$ cat src/rtl/march_bist.sv
// ---------------------------------------------------------------------------
// march_bist
//
// Memory BIST controller running MATS+ or March C- over a banked SRAM array.
// The linear address A = {bank, word} sweeps 0..N-1, N = 2^(BANK_W+ADDR_W).
// Every memory operation takes two cycles: SETUP (address and data driven,
// strobes idle) then STROBE (chip-select / output-enable pulsed). Read data
// comes back the cycle after a read STROBE and is compared there against the
// expected value registered at STROBE.
//
// Optional feature: define MARCH_BIST_FAIL_LOG_EN to keep the first
// LOG_DEPTH failing addresses in detection order, readable through
// LOG_RD_IDX / LOG_RD_ADDR. Without the macro LOG_RD_ADDR is tied to 0.
//
// Ports
//   CLK, RST            clock, synchronous active-high reset
//   BIST_START          start request (only honoured in IDLE)
//   BIST_ABORT          abort a running test, fail status is kept
//   BIST_MODE           0 = MATS+, 1 = March C-, latched at start
//   BIST_ODATA          read data from the selected bank
//   MEM_ADDR            word address within a bank
//   MEM_ODATA_SELECT    bank index for the read-data mux
//   MEM_CE, MEM_WEB     strobe, write enable (0 = write)
//   MEM_CSB, MEM_OEB    one-hot-low bank chip-select / output-enable
//   MEM_IDATA           write data
//   BIST_BUSY           test in progress
//   BIST_DONE           one-cycle completion pulse
//   BIST_FAIL           sticky fail flag
//   FAIL_ADDR           first failing {bank, word}
//   FAIL_CNT            saturating fail count
//   LOG_RD_IDX          fail-log read index
//   LOG_RD_ADDR         fail-log entry (combinational read)
// ---------------------------------------------------------------------------
module march_bist #(
   parameter int ADDR_W    = 10,
   parameter int BANK_W    = 6,
   parameter int DATA_W    = 8,
   parameter int LOG_DEPTH = 4
) (
   input  logic                       CLK,
   input  logic                       RST,
   input  logic                       BIST_START,
   input  logic                       BIST_ABORT,
   input  logic                       BIST_MODE,
   input  logic [DATA_W-1:0]          BIST_ODATA,
   output logic [ADDR_W-1:0]          MEM_ADDR,
   output logic [BANK_W-1:0]          MEM_ODATA_SELECT,
   output logic                       MEM_CE,
   output logic                       MEM_WEB,
   output logic [(1<<BANK_W)-1:0]     MEM_CSB,
   output logic [(1<<BANK_W)-1:0]     MEM_OEB,
   output logic [DATA_W-1:0]          MEM_IDATA,
   output logic                       BIST_BUSY,
   output logic                       BIST_DONE,
   output logic                       BIST_FAIL,
   output logic [BANK_W+ADDR_W-1:0]   FAIL_ADDR,
   output logic [7:0]                 FAIL_CNT,
   input  logic [3:0]                 LOG_RD_IDX,
   output logic [BANK_W+ADDR_W-1:0]   LOG_RD_ADDR
);

   localparam int NB   = 1 << BANK_W;
   localparam int LA_W = BANK_W + ADDR_W;

   typedef enum logic [2:0] {
      S_IDLE,
      S_SETUP,
      S_STROBE,
      S_FLUSH,
      S_DONE
   } state_e;

   // One march element: direction and up to two ops. When an element has
   // two ops the first is always a read and the second always a write.
   typedef struct packed {
      logic down;
      logic two_ops;
      logic first_rd;
      logic first_val;
      logic second_val;
   } elem_t;

   function automatic logic elem_down(input logic mode, input logic [2:0] idx);
      return mode ? (idx == 3'd3 || idx == 3'd4) : (idx == 3'd2);
   endfunction

   function automatic elem_t elem_info(input logic mode, input logic [2:0] idx);
      elem_t e;
      e      = '0;
      e.down = elem_down(mode, idx);
      if (!mode) begin
         // MATS+: w0 ; r0,w1 ; r1,w0
         case (idx)
            3'd1:    begin e.two_ops = 1'b1; e.first_rd = 1'b1; e.first_val = 1'b0; e.second_val = 1'b1; end
            3'd2:    begin e.two_ops = 1'b1; e.first_rd = 1'b1; e.first_val = 1'b1; e.second_val = 1'b0; end
            default: ;  // element 0: single w0
         endcase
      end else begin
         // March C-: w0 ; r0,w1 ; r1,w0 ; r0,w1 ; r1,w0 ; r0
         case (idx)
            3'd1, 3'd3: begin e.two_ops = 1'b1; e.first_rd = 1'b1; e.first_val = 1'b0; e.second_val = 1'b1; end
            3'd2, 3'd4: begin e.two_ops = 1'b1; e.first_rd = 1'b1; e.first_val = 1'b1; e.second_val = 1'b0; end
            3'd5:       begin e.first_rd = 1'b1; end
            default:    ;  // element 0: single w0
         endcase
      end
      return e;
   endfunction

   // ------------------------------------------------------------------------
   // State
   // ------------------------------------------------------------------------
   state_e              state_q, state_d;
   logic                mode_q, mode_d;
   logic [2:0]          elem_q, elem_d;
   logic [LA_W-1:0]     addr_q, addr_d;
   logic                opi_q, opi_d;           // op index within element
   logic                cmp_vld_q, cmp_vld_d;   // compare pending this cycle
   logic [DATA_W-1:0]   cmp_exp_q, cmp_exp_d;
   logic [LA_W-1:0]     cmp_addr_q, cmp_addr_d;
   logic                fail_q, fail_d;
   logic [LA_W-1:0]     fail_addr_q, fail_addr_d;
   logic [7:0]          fail_cnt_q, fail_cnt_d;

   logic                log_clr;
   logic                log_wr;

   // ------------------------------------------------------------------------
   // Combinational decode
   // ------------------------------------------------------------------------
   elem_t               cur;
   logic                nxt_down;
   logic [2:0]          last_elem;
   logic                op_rd;
   logic [DATA_W-1:0]   op_data;
   logic                addr_end;
   logic [BANK_W-1:0]   bank;
   logic [NB-1:0]       bank_oh;
   logic                active;
   logic                abort_act;
   logic                mismatch;

   // NOTE: every signal driven from always_comb gets a default at the top so
   // no path through the case statements leaves it unassigned (no latches).
   always_comb begin
      cur       = elem_info(mode_q, elem_q);
      nxt_down  = elem_down(mode_q, elem_q + 3'd1);
      last_elem = mode_q ? 3'd5 : 3'd2;
      op_rd     = !opi_q && cur.first_rd;
      op_data   = {DATA_W{opi_q ? cur.second_val : cur.first_val}};
      addr_end  = cur.down ? (addr_q == '0) : (addr_q == '1);
      bank      = addr_q[LA_W-1 -: BANK_W];
      bank_oh   = '0;
      bank_oh[bank] = 1'b1;
      active    = (state_q == S_SETUP) || (state_q == S_STROBE) || (state_q == S_FLUSH);
      abort_act = BIST_ABORT && active;
      mismatch  = cmp_vld_q && (BIST_ODATA != cmp_exp_q);
   end

   always_comb begin
      state_d          = state_q;
      mode_d           = mode_q;
      elem_d           = elem_q;
      addr_d           = addr_q;
      opi_d            = opi_q;
      cmp_vld_d        = 1'b0;
      cmp_exp_d        = cmp_exp_q;
      cmp_addr_d       = cmp_addr_q;
      fail_d           = fail_q;
      fail_addr_d      = fail_addr_q;
      fail_cnt_d       = fail_cnt_q;
      log_clr          = 1'b0;
      log_wr           = 1'b0;

      MEM_ADDR         = '0;
      MEM_ODATA_SELECT = '0;
      MEM_IDATA        = '0;
      MEM_CE           = 1'b0;
      MEM_WEB          = 1'b1;
      MEM_CSB          = '1;
      MEM_OEB          = '1;
      BIST_BUSY        = active;
      BIST_DONE        = (state_q == S_DONE);

      // Result of the read strobed last cycle. An abort in the same cycle
      // throws it away.
      if (mismatch && !abort_act) begin
         fail_d = 1'b1;
         if (!fail_q) begin
            fail_addr_d = cmp_addr_q;
         end
         if (fail_cnt_q != 8'hFF) begin
            fail_cnt_d = fail_cnt_q + 8'd1;
         end
         log_wr = 1'b1;
      end

      case (state_q)
         S_IDLE: begin
            if (BIST_START) begin
               state_d     = S_SETUP;
               mode_d      = BIST_MODE;
               elem_d      = '0;
               addr_d      = '0;          // element 0 always runs up
               opi_d       = 1'b0;
               fail_d      = 1'b0;
               fail_addr_d = '0;
               fail_cnt_d  = '0;
               log_clr     = 1'b1;
            end
         end

         S_SETUP: begin
            MEM_ADDR         = addr_q[ADDR_W-1:0];
            MEM_ODATA_SELECT = bank;
            MEM_IDATA        = op_data;
            state_d          = abort_act ? S_IDLE : S_STROBE;
         end

         S_STROBE: begin
            MEM_ADDR         = addr_q[ADDR_W-1:0];
            MEM_ODATA_SELECT = bank;
            MEM_IDATA        = op_data;
            MEM_CE           = 1'b1;
            MEM_CSB          = ~bank_oh;
            if (op_rd) begin
               MEM_OEB = ~bank_oh;
            end else begin
               MEM_WEB = 1'b0;
            end

            if (abort_act) begin
               state_d = S_IDLE;
            end else begin
               cmp_vld_d  = op_rd;
               cmp_exp_d  = op_data;
               cmp_addr_d = addr_q;
               state_d    = S_SETUP;
               if (cur.two_ops && !opi_q) begin
                  opi_d = 1'b1;
               end else begin
                  opi_d = 1'b0;
                  if (addr_end) begin
                     if (elem_q == last_elem) begin
                        state_d = S_FLUSH;
                     end else begin
                        // Element boundary: reload for the next direction.
                        elem_d = elem_q + 3'd1;
                        addr_d = nxt_down ? '1 : '0;
                     end
                  end else begin
                     addr_d = cur.down ? addr_q - LA_W'(1) : addr_q + LA_W'(1);
                  end
               end
            end
         end

         S_FLUSH: begin
            state_d = abort_act ? S_IDLE : S_DONE;
         end

         S_DONE: begin
            state_d = S_IDLE;
         end

         default: begin
            state_d = S_IDLE;
         end
      endcase
   end

   // NOTE: sequential state uses non-blocking assignments so every register
   // samples the pre-edge values of the others.
   always_ff @(posedge CLK) begin
      if (RST) begin
         state_q     <= S_IDLE;
         mode_q      <= 1'b0;
         elem_q      <= '0;
         addr_q      <= '0;
         opi_q       <= 1'b0;
         cmp_vld_q   <= 1'b0;
         cmp_exp_q   <= '0;
         cmp_addr_q  <= '0;
         fail_q      <= 1'b0;
         fail_addr_q <= '0;
         fail_cnt_q  <= '0;
      end else begin
         state_q     <= state_d;
         mode_q      <= mode_d;
         elem_q      <= elem_d;
         addr_q      <= addr_d;
         opi_q       <= opi_d;
         cmp_vld_q   <= cmp_vld_d;
         cmp_exp_q   <= cmp_exp_d;
         cmp_addr_q  <= cmp_addr_d;
         fail_q      <= fail_d;
         fail_addr_q <= fail_addr_d;
         fail_cnt_q  <= fail_cnt_d;
      end
   end

   assign BIST_FAIL = fail_q;
   assign FAIL_ADDR = fail_addr_q;
   assign FAIL_CNT  = fail_cnt_q;

   // ------------------------------------------------------------------------
   // Optional fail log
   // ------------------------------------------------------------------------
`ifdef MARCH_BIST_FAIL_LOG_EN
   logic [LA_W-1:0] log_q [LOG_DEPTH];
   logic [4:0]      log_cnt_q;

   // NOTE: the log array is cleared on reset and at start because unwritten
   // entries must read as zero; it is small enough to live in flops.
   always_ff @(posedge CLK) begin
      if (RST || log_clr) begin
         for (int i = 0; i < LOG_DEPTH; i++) begin
            log_q[i] <= '0;
         end
         log_cnt_q <= '0;
      end else if (log_wr && (log_cnt_q < 5'(LOG_DEPTH))) begin
         for (int i = 0; i < LOG_DEPTH; i++) begin
            if (log_cnt_q == 5'(i)) begin
               log_q[i] <= cmp_addr_q;
            end
         end
         log_cnt_q <= log_cnt_q + 5'd1;
      end
   end

   always_comb begin
      LOG_RD_ADDR = '0;
      for (int i = 0; i < LOG_DEPTH; i++) begin
         if ((LOG_RD_IDX == 4'(i)) && (5'(i) < log_cnt_q)) begin
            LOG_RD_ADDR = log_q[i];
         end
      end
   end
`else
   logic log_unused;
   assign log_unused  = ^{LOG_RD_IDX, log_clr, log_wr};
   assign LOG_RD_ADDR = '0;
`endif

endmodule

$ cat config.mk
export PLATFORM = sky130hd
export DESIGN_NAME = march_bist
export DESIGN_NICKNAME = d
export VERILOG_FILES = /design/src/rtl/march_bist.sv
export SDC_FILE = /design/constraint.sdc
export NUM_CORES = 1
export LEC_CHECK = 0
export CAP_MARGIN = 10
export CORE_UTILIZATION = 45
export DETAILED_ROUTE_END_ITERATION = 8
export PLACE_DENSITY = 0.86
export SYNTH_ARGS = -nofsm -noshare
export SYNTH_HDL_FRONTEND = slang
export SYNTH_SLANG_ARGS = --single-unit
$ cat constraint.sdc
create_clock -name CLK -period 8.05 [get_ports CLK]
set_clock_uncertainty 0.1 [all_clocks]
set_input_delay 1.2075 -clock CLK [delete_from_list [all_inputs] [get_ports CLK]]
set_output_delay 1.2075 -clock CLK [all_outputs]
set_load 0.01 [all_outputs]
==> qor.txt, run 1 <==
CTS buffer count = 9
Die area = 10,780 um2
Post-synthesis instance area = 4666 um2
Cell with the most instances after synthesis = nand2_1
Internal power = 0.4902 mW
GRT overflow = 0
Largest net degree at the start of global routing = 31
Nets@finish = 870
Combinational group share of total power = 5.8%
Remaining DRCs = 0
DP Area = 6530 um2
Chip height = 103.8 um
CTS tree = built
Layout cells sized above 1 = 4.676%
Port Buffer Count = 193
DR vias = 5,306
Vias in the first global route = 4,896
Die extent in x = 103.8 um
Worst slew pin tran = 1.269 ns
DR WL met2 = 7.695 mm
Reg clk slew, reported paths = 0.07 ns
Most common library cells after synthesis = nand2_1, dfxtp_1, nor2_1, a21oi_1, clkbuf_1
Clock latency on the worst-skew pair = 0.36 ns
Max frequency = 212.3 MHz
Yosys cell types = 58
Cell leakage power = 2.433 nW
Max Transition Viols Final = 0
FF+latch count, synth = 67
Number of diodes = 0
Switching Share = 25.08%
Clock Tree Buf Depth = 2
Min Tclk post-route = 4.710 ns
Synth Flop Type = dfxtp_1
Setup ws final = 3.340 ns
Clock sinks = 67
DR top layer = met4
Fillers = 815
Layout area overhead = 44.46%
Hold Crit Class = reg -> reg
Sequential share of power = 51.1%
Yosys warns = 0
Met3 routed WL = 936 um
Dpl ws = 3.679 ns
Root Buffer = clkbuf_8
P_sw = 0.1641 mW
H-tree depth = 3
Critical path launch point type = register
Arr. time, crit path = 3.40 ns
Max-Slew Margin vs Limit = 15.12%
Total Neg Setup Slack = 0 ns
Crit share post-route = 58.51%
WL final = 15.24 mm
Final Core Density = 68.02%
Final Hold Fails = 0
Initial antenna violation count = 0
Outcome = finished clean
PostCTS Resize Cnt = 0
Largest area contributor in the netlist = dfxtp_1
Crit. End Element = primary output
Ys async rst share = 0%
Post-CTS setup buffers = 0
First-pass GRT wire length = 24.34 mm
DR pass1 iterations = 5
Routed met1 length = 6.221 mm
Power Dens Cells = 97.07 nW/um2
DR iter-0 viols = 421
Avg Vias per Cell = 5.487
FF-to-FF path depth = 14
Worst hold margin = 0.3622 ns
Synth top area cells = dfxtp_1, nand2_1, ha_1, nor2_1, a21oi_1
Clock network power share = 43.1%
EDFF count, synth = 0
Post-DRT Antenna Nets = 0
Max VDD drop = 0.00008378 V
Reported max-cap violation count = 0
GPL Wtd Cong = 0.9938
Setup Viol. Count Final = 0
Hpwl dp = 11.51 mm
Register area share after synthesis = 28.75%
Worst endpoint required time = 6.74 ns
Unrepaired setup endpoints after global routing = no
Wire per inst = 15.76 um
# hold bufs at CTS = 0
Avg Inst Size Synth = 7.016 um2
Starting Density = 47.08%
Tot GR Track Use = 27.56%
Core area = 9910 um2
Post-synth top area share = 28.75%
Boundary pin count = 214
Crit Path Class = reg -> out
Hold Crit Depth = 2
Num rows = 36
Final Cell Area = 6740 um2
Syn Inst Count = 665
CP max FO = 16
==> kinds of logic after synthesis <==
family	share of synthesized area, %
buffers and inverters	8.474
AO/OA/AOI/OAI	14.80
AND/OR/NAND/NOR	33.20
multiplexers	4.532
flip-flops	28.75
adder cells (fa/ha/maj)	6.597
XOR/XNOR	3.567
other	0.08037
==> stage by stage <==
step                      instances  total power, mW
final                           967           0.6543
after global routing            967           0.6752
after CTS                       965           0.6559
after detailed placement        949           0.3785
after global placement          949           0.3775
after floorplan                 680           0.3713
==> layout make-up <==
type	count	area, um2	area share [%]
Clock buffer	9	123.9	1.838
Clock inverter	7	76.32	1.132
Multi-Input combinational cell	538	3012	44.68
Sequential cell	67	1341	19.90
Tap cell	133	166.4	2.469
Timing Repair Buffer	198	1964	29.14
Inverter	15	56.30	0.8353
==> state kept, by name (all words and copies together) (netlist names), 3 cells and up <==
signal,cells
state_q,3
addr_q,16
FAIL_CNT,8
elem_q,3
FAIL_ADDR,16
cmp_addr_q,16
==> worst max-delay path: stages (launching register included) <==
cell	delay, ns
dfxtp_1	0.40
nor2_1	0.23
nand2_1	0.25
inv_1	0.30
nand2_1	0.18
nor2_1	1.00
nand2_1	0.14
clkdlybuf4s50_1	0.54
==> power groups by stage <==
| stage | Sequential (mW) | Combinational (mW) | Clock, mW |
|---|---|---|---|
| 2_1_floorplan | 0.341 | 0.0306 | 0 |
| 3_3_place_gp | 0.342 | 0.0357 | 0 |
| 3_5_place_dp | 0.342 | 0.0366 | 0 |
| 4_1_cts | 0.334 | 0.0369 | 0.285 |
| 5_1_grt | 0.334 | 0.0408 | 0.300 |
| 6_report | 0.334 | 0.0377 | 0.282 |
==> worst paths after layout <==
path | startpoint | endpoint | slack [ns]
hold / removal | cmp_addr_q[10] | cmp_addr_q[10] | 0.36
hold reg to reg | cmp_addr_q[10] | cmp_addr_q[10] | 0.36
setup / recovery | state_q[2] | MEM_OEB[61] | 3.34
setup reg to reg | elem_q[0] | addr_q[13] | 4.01
==> layer usage <==
metal / vias to the layer above / GRT usage, %
met1: 2532 / 32.76
met3: 34 / 5.223
met4: 0 / 10.61
met5: - / 0
met2: 228 / 48.76
li1: 2512 / -
==> cells in the final DEF (no fill, tap or decap), drive strengths merged, types with 2 or more instances in the layout <==
| cell type | n |
|---|---|
| o21ai | 25 |
| o21a | 4 |
| o22ai | 2 |
| a21oi | 40 |
| a31oi | 9 |
| ha | 23 |
| nand4 | 7 |
| o21bai | 4 |
| conb | 16 |
| nor2 | 68 |
| nor2b | 6 |
| clkinv | 2 |
| nor3 | 17 |
| and3 | 5 |
| nand2 | 193 |
| inv | 17 |
| nor3b | 5 |
| o211ai | 5 |
| clkbuf | 10 |
| xor2 | 12 |
| and2 | 19 |
| a211oi | 4 |
| xnor2 | 7 |
| a22oi | 2 |
| nand2b | 4 |
| nand3 | 10 |
| dfxtp | 67 |
| clkdlybuf4s50 | 193 |
| clkinvlp | 2 |
| a21o | 7 |
| mux2i | 20 |
| buf | 4 |
| nor4 | 7 |
Note: power is estimated with default switching activity, not from simulation.
==> run 2: changes to the inputs <==
--- a/config.mk
+++ b/config.mk
@@ -6,9 +6,9 @@
 export NUM_CORES = 1
 export LEC_CHECK = 0
 export CAP_MARGIN = 10
-export CORE_UTILIZATION = 45
+export CORE_UTILIZATION = 38
 export DETAILED_ROUTE_END_ITERATION = 8
-export PLACE_DENSITY = 0.86
+export PLACE_DENSITY = 0.77
 export SYNTH_ARGS = -nofsm -noshare
 export SYNTH_HDL_FRONTEND = slang
 export SYNTH_SLANG_ARGS = --single-unit
==> constraint.sdc (replaced) <==
create_clock -name CLK -period 3.8 [get_ports CLK]
set_clock_uncertainty 0.1 [all_clocks]
set_input_delay 0.57 -clock CLK [delete_from_list [all_inputs] [get_ports CLK]]
set_output_delay 0.57 -clock CLK [all_outputs]
set_load 0.01 [all_outputs]
==> run 2 against run 1 <==
Effect of this change:
- clock power grew to 3.4 times the previous value
- die area grew 18%
- flip-flop and latch count is the same
- wire length shrank 1.6%
- cell count grew 3.4%
- core utilization shrank 9.1 points
- first-iteration DRC count shrank 1.9%
- via count shrank 3.8%
- critical endpoint is now MEM_OEB[30]
==> qor.txt, run 2 (synthesis gave the netlist of run 1 again) <==
Outcome = finished clean (unchanged)
Power Dens Cells = 246.3 nW/um2 (was 97.07 nW/um2)
Starting Density = 38.84% (was 47.08%)
Final Cell Area = 7074 um2 (was 6740 um2)
Boundary pin count = 214 (unchanged)
GRT overflow = 0 (unchanged)
Wire per inst = 14.99 um (was 15.76 um)
Layout cells sized above 1 = 7.386% (was 4.676%)
Chip height = 112.8 um (was 103.8 um)
Crit. End Element = primary output (unchanged)
Nets@finish = 890 (was 870)
Die area = 12,730 um2 (was 10,780 um2)
Worst slew pin tran = 0.8494 ns (was 1.269 ns)
Vias in the first global route = 4,427 (was 4,896)
Critical path launch point type = register (unchanged)
DR vias = 5,103 (was 5,306)
Final Hold Fails = 0 (unchanged)
P_sw = 0.3509 mW (was 0.1641 mW)
Remaining DRCs = 0 (unchanged)
Crit share post-route = 94.45%
CP max FO = 10 (was 16)
Internal power = 1.391 mW (was 0.4902 mW)
Global route hottest layer = met2 (unchanged)
Combinational group share of total power = 4.7% (was 5.8%)
Hold Crit Class = reg -> reg (unchanged)
Hpwl dp = 11.02 mm (was 11.51 mm)
H-tree depth = 3 (unchanged)
Commonest non-fill, non-tap cells in the layout = nand2_1, clkdlybuf4s50_1, dfxtp_1, nor2_1, a21oi_1 (unchanged)
DR iter-0 viols = 413 (was 421)
Core area = 12,010 um2 (was 9910 um2)
Die extent in x = 112.8 um (was 103.8 um)
First-pass GRT wire length = 23.40 mm (was 24.34 mm)
Dpl ws = 0.2531 ns (was 3.679 ns)
Max Transition Viols Final = 0 (unchanged)
DR pass1 iterations = 7 (was 5)
CTS tree = built (unchanged)
Root Buffer = clkbuf_16 (was clkbuf_8)
Max VDD drop = 0.0002258 V (was 0.00008378 V)
DP Area = 6690 um2 (was 6530 um2)
Largest net degree at the start of global routing = 26 (was 31)
Setup Viol. Count Final = 0 (unchanged)
Worst endpoint required time = 3.13 ns (was 6.74 ns)
Layout area overhead = 51.62% (was 44.46%)
Reported max-cap violation count = 0 (unchanged)
Arr. time, crit path = 2.92 ns (was 3.40 ns)
Clock Tree Buf Depth = 2 (unchanged)
WL final = 14.99 mm (was 15.24 mm)
Routing usage on met2 = 39.75% (was 48.76%)
# hold bufs at CTS = 0 (unchanged)
Met3 usage = 3.642% (was 5.223%)
CTS buffer count = 9 (unchanged)
Global Route met1 Usage = 29.96% (was 32.76%)
Total power = 1.742 mW (was 0.6543 mW)
Min Tclk post-route = 3.589 ns
Initial antenna violation count = 0 (unchanged)
Setup ws final = 0.2110 ns (was 3.340 ns)
Unrepaired setup endpoints after global routing = no (unchanged)
Clock network power share = 54.6% (was 43.1%)
Num rows = 40 (was 36)
Tot GR Track Use = 22.82% (was 27.56%)
GPL Wtd Cong = 0.8986 (was 0.9938)
Switching Share = 20.14% (was 25.08%)
Max-Slew Margin vs Limit = 42.94% (was 15.12%)
Cell leakage power = 2.595 nW (was 2.433 nW)
Total Neg Setup Slack = 0 ns (unchanged)
Clock sinks = 67 (unchanged)
Avg Vias per Cell = 5.103 (was 5.487)
Number of diodes = 0 (unchanged)
Worst hold margin = 0.3571 ns (was 0.3622 ns)
Sequential share of power = 40.7% (was 51.1%)
Crit Path Class = reg -> out (unchanged)
Reg clk slew, reported paths = 0.05 ns (was 0.07 ns)
Port Buffer Count = 193 (unchanged)
Post-DRT Antenna Nets = 0 (unchanged)
Clock latency on the worst-skew pair = 0.32 ns (was 0.36 ns)
Max frequency = 278.6 MHz
-- run 2: cell types whose count changed in the layout (fill, tap and decap cells not counted), moves of 2 or more --
cell / previous run / this run
clkbuf_16: 0 / 9
bufinv_16: 1 / 3
ha_1: 23 / 21
buf_4: 3 / 25
ha_2: 0 / 2
clkbuf_8: 9 / 1
inv_6: 2 / 0
-- run 2: timing repair --
action,4_1_cts,5_1_grt
setup endpoints to repair,0,2
buffers inserted,0,3
gates resized for setup,0,6
hold endpoints to repair,0,0
-- run 2: path summary, 6_finish.rpt --
check	start	to	slack, ns	depth (start not counted)
max	elem_q[1]	MEM_OEB[30]	0.21	6
min	cmp_addr_q[3]	cmp_addr_q[3]	0.36	2
min reg2reg	cmp_addr_q[3]	cmp_addr_q[3]	0.36	2
max reg2reg	elem_q[0]	addr_q[15]	0.29	15
-- run 2: cell type report --
| class | instances | area, um2 |
|---|---|---|
| clock buffers | 11 | 242.7 |
| clock inverters | 4 | 98.84 |
| fillers | 1126 | 4937 |
| inverters | 15 | 60.06 |
| multi-input cells | 538 | 3028 |
| flip-flops and latches | 67 | 1341 |
| well taps | 147 | 183.9 |
| repair buffers | 218 | 2120 |
-- run 2: critical path, stage by stage (launching register included) --
cell and delay (ns):
dfxtp_1 0.42, ha_1 0.34, o21ai_0 0.13, a221o_1 0.58
nor2_1 0.49, nand2_1 0.12, clkdlybuf4s50_1 0.50
-- run 2: routing by layer --
layer	part of all wire, %	wire, um
met5	0	0
met4	1.1	166
met3	4.6	694
met2	49	7383
met1	45	6747
-- run 2: per-stage QoR --
step                instances  util (%)
detailed placement        982     55.70
finish                   1000     58.90
CTS                       997     58.54
global placement          982     55.70
floorplan                 680         -
global route             1000     58.90
-- run 2: power groups by stage --
stage / clock (mW) / combinational, mW / sequential (mW)
2_1_floorplan: 0 / 0.0648 / 0.722
3_3_place_gp: 0 / 0.0808 / 0.723
3_5_place_dp: 0 / 0.0815 / 0.723
4_1_cts: 0.962 / 0.0818 / 0.708
5_1_grt: 0.993 / 0.0905 / 0.708
6_report: 0.952 / 0.0825 / 0.708
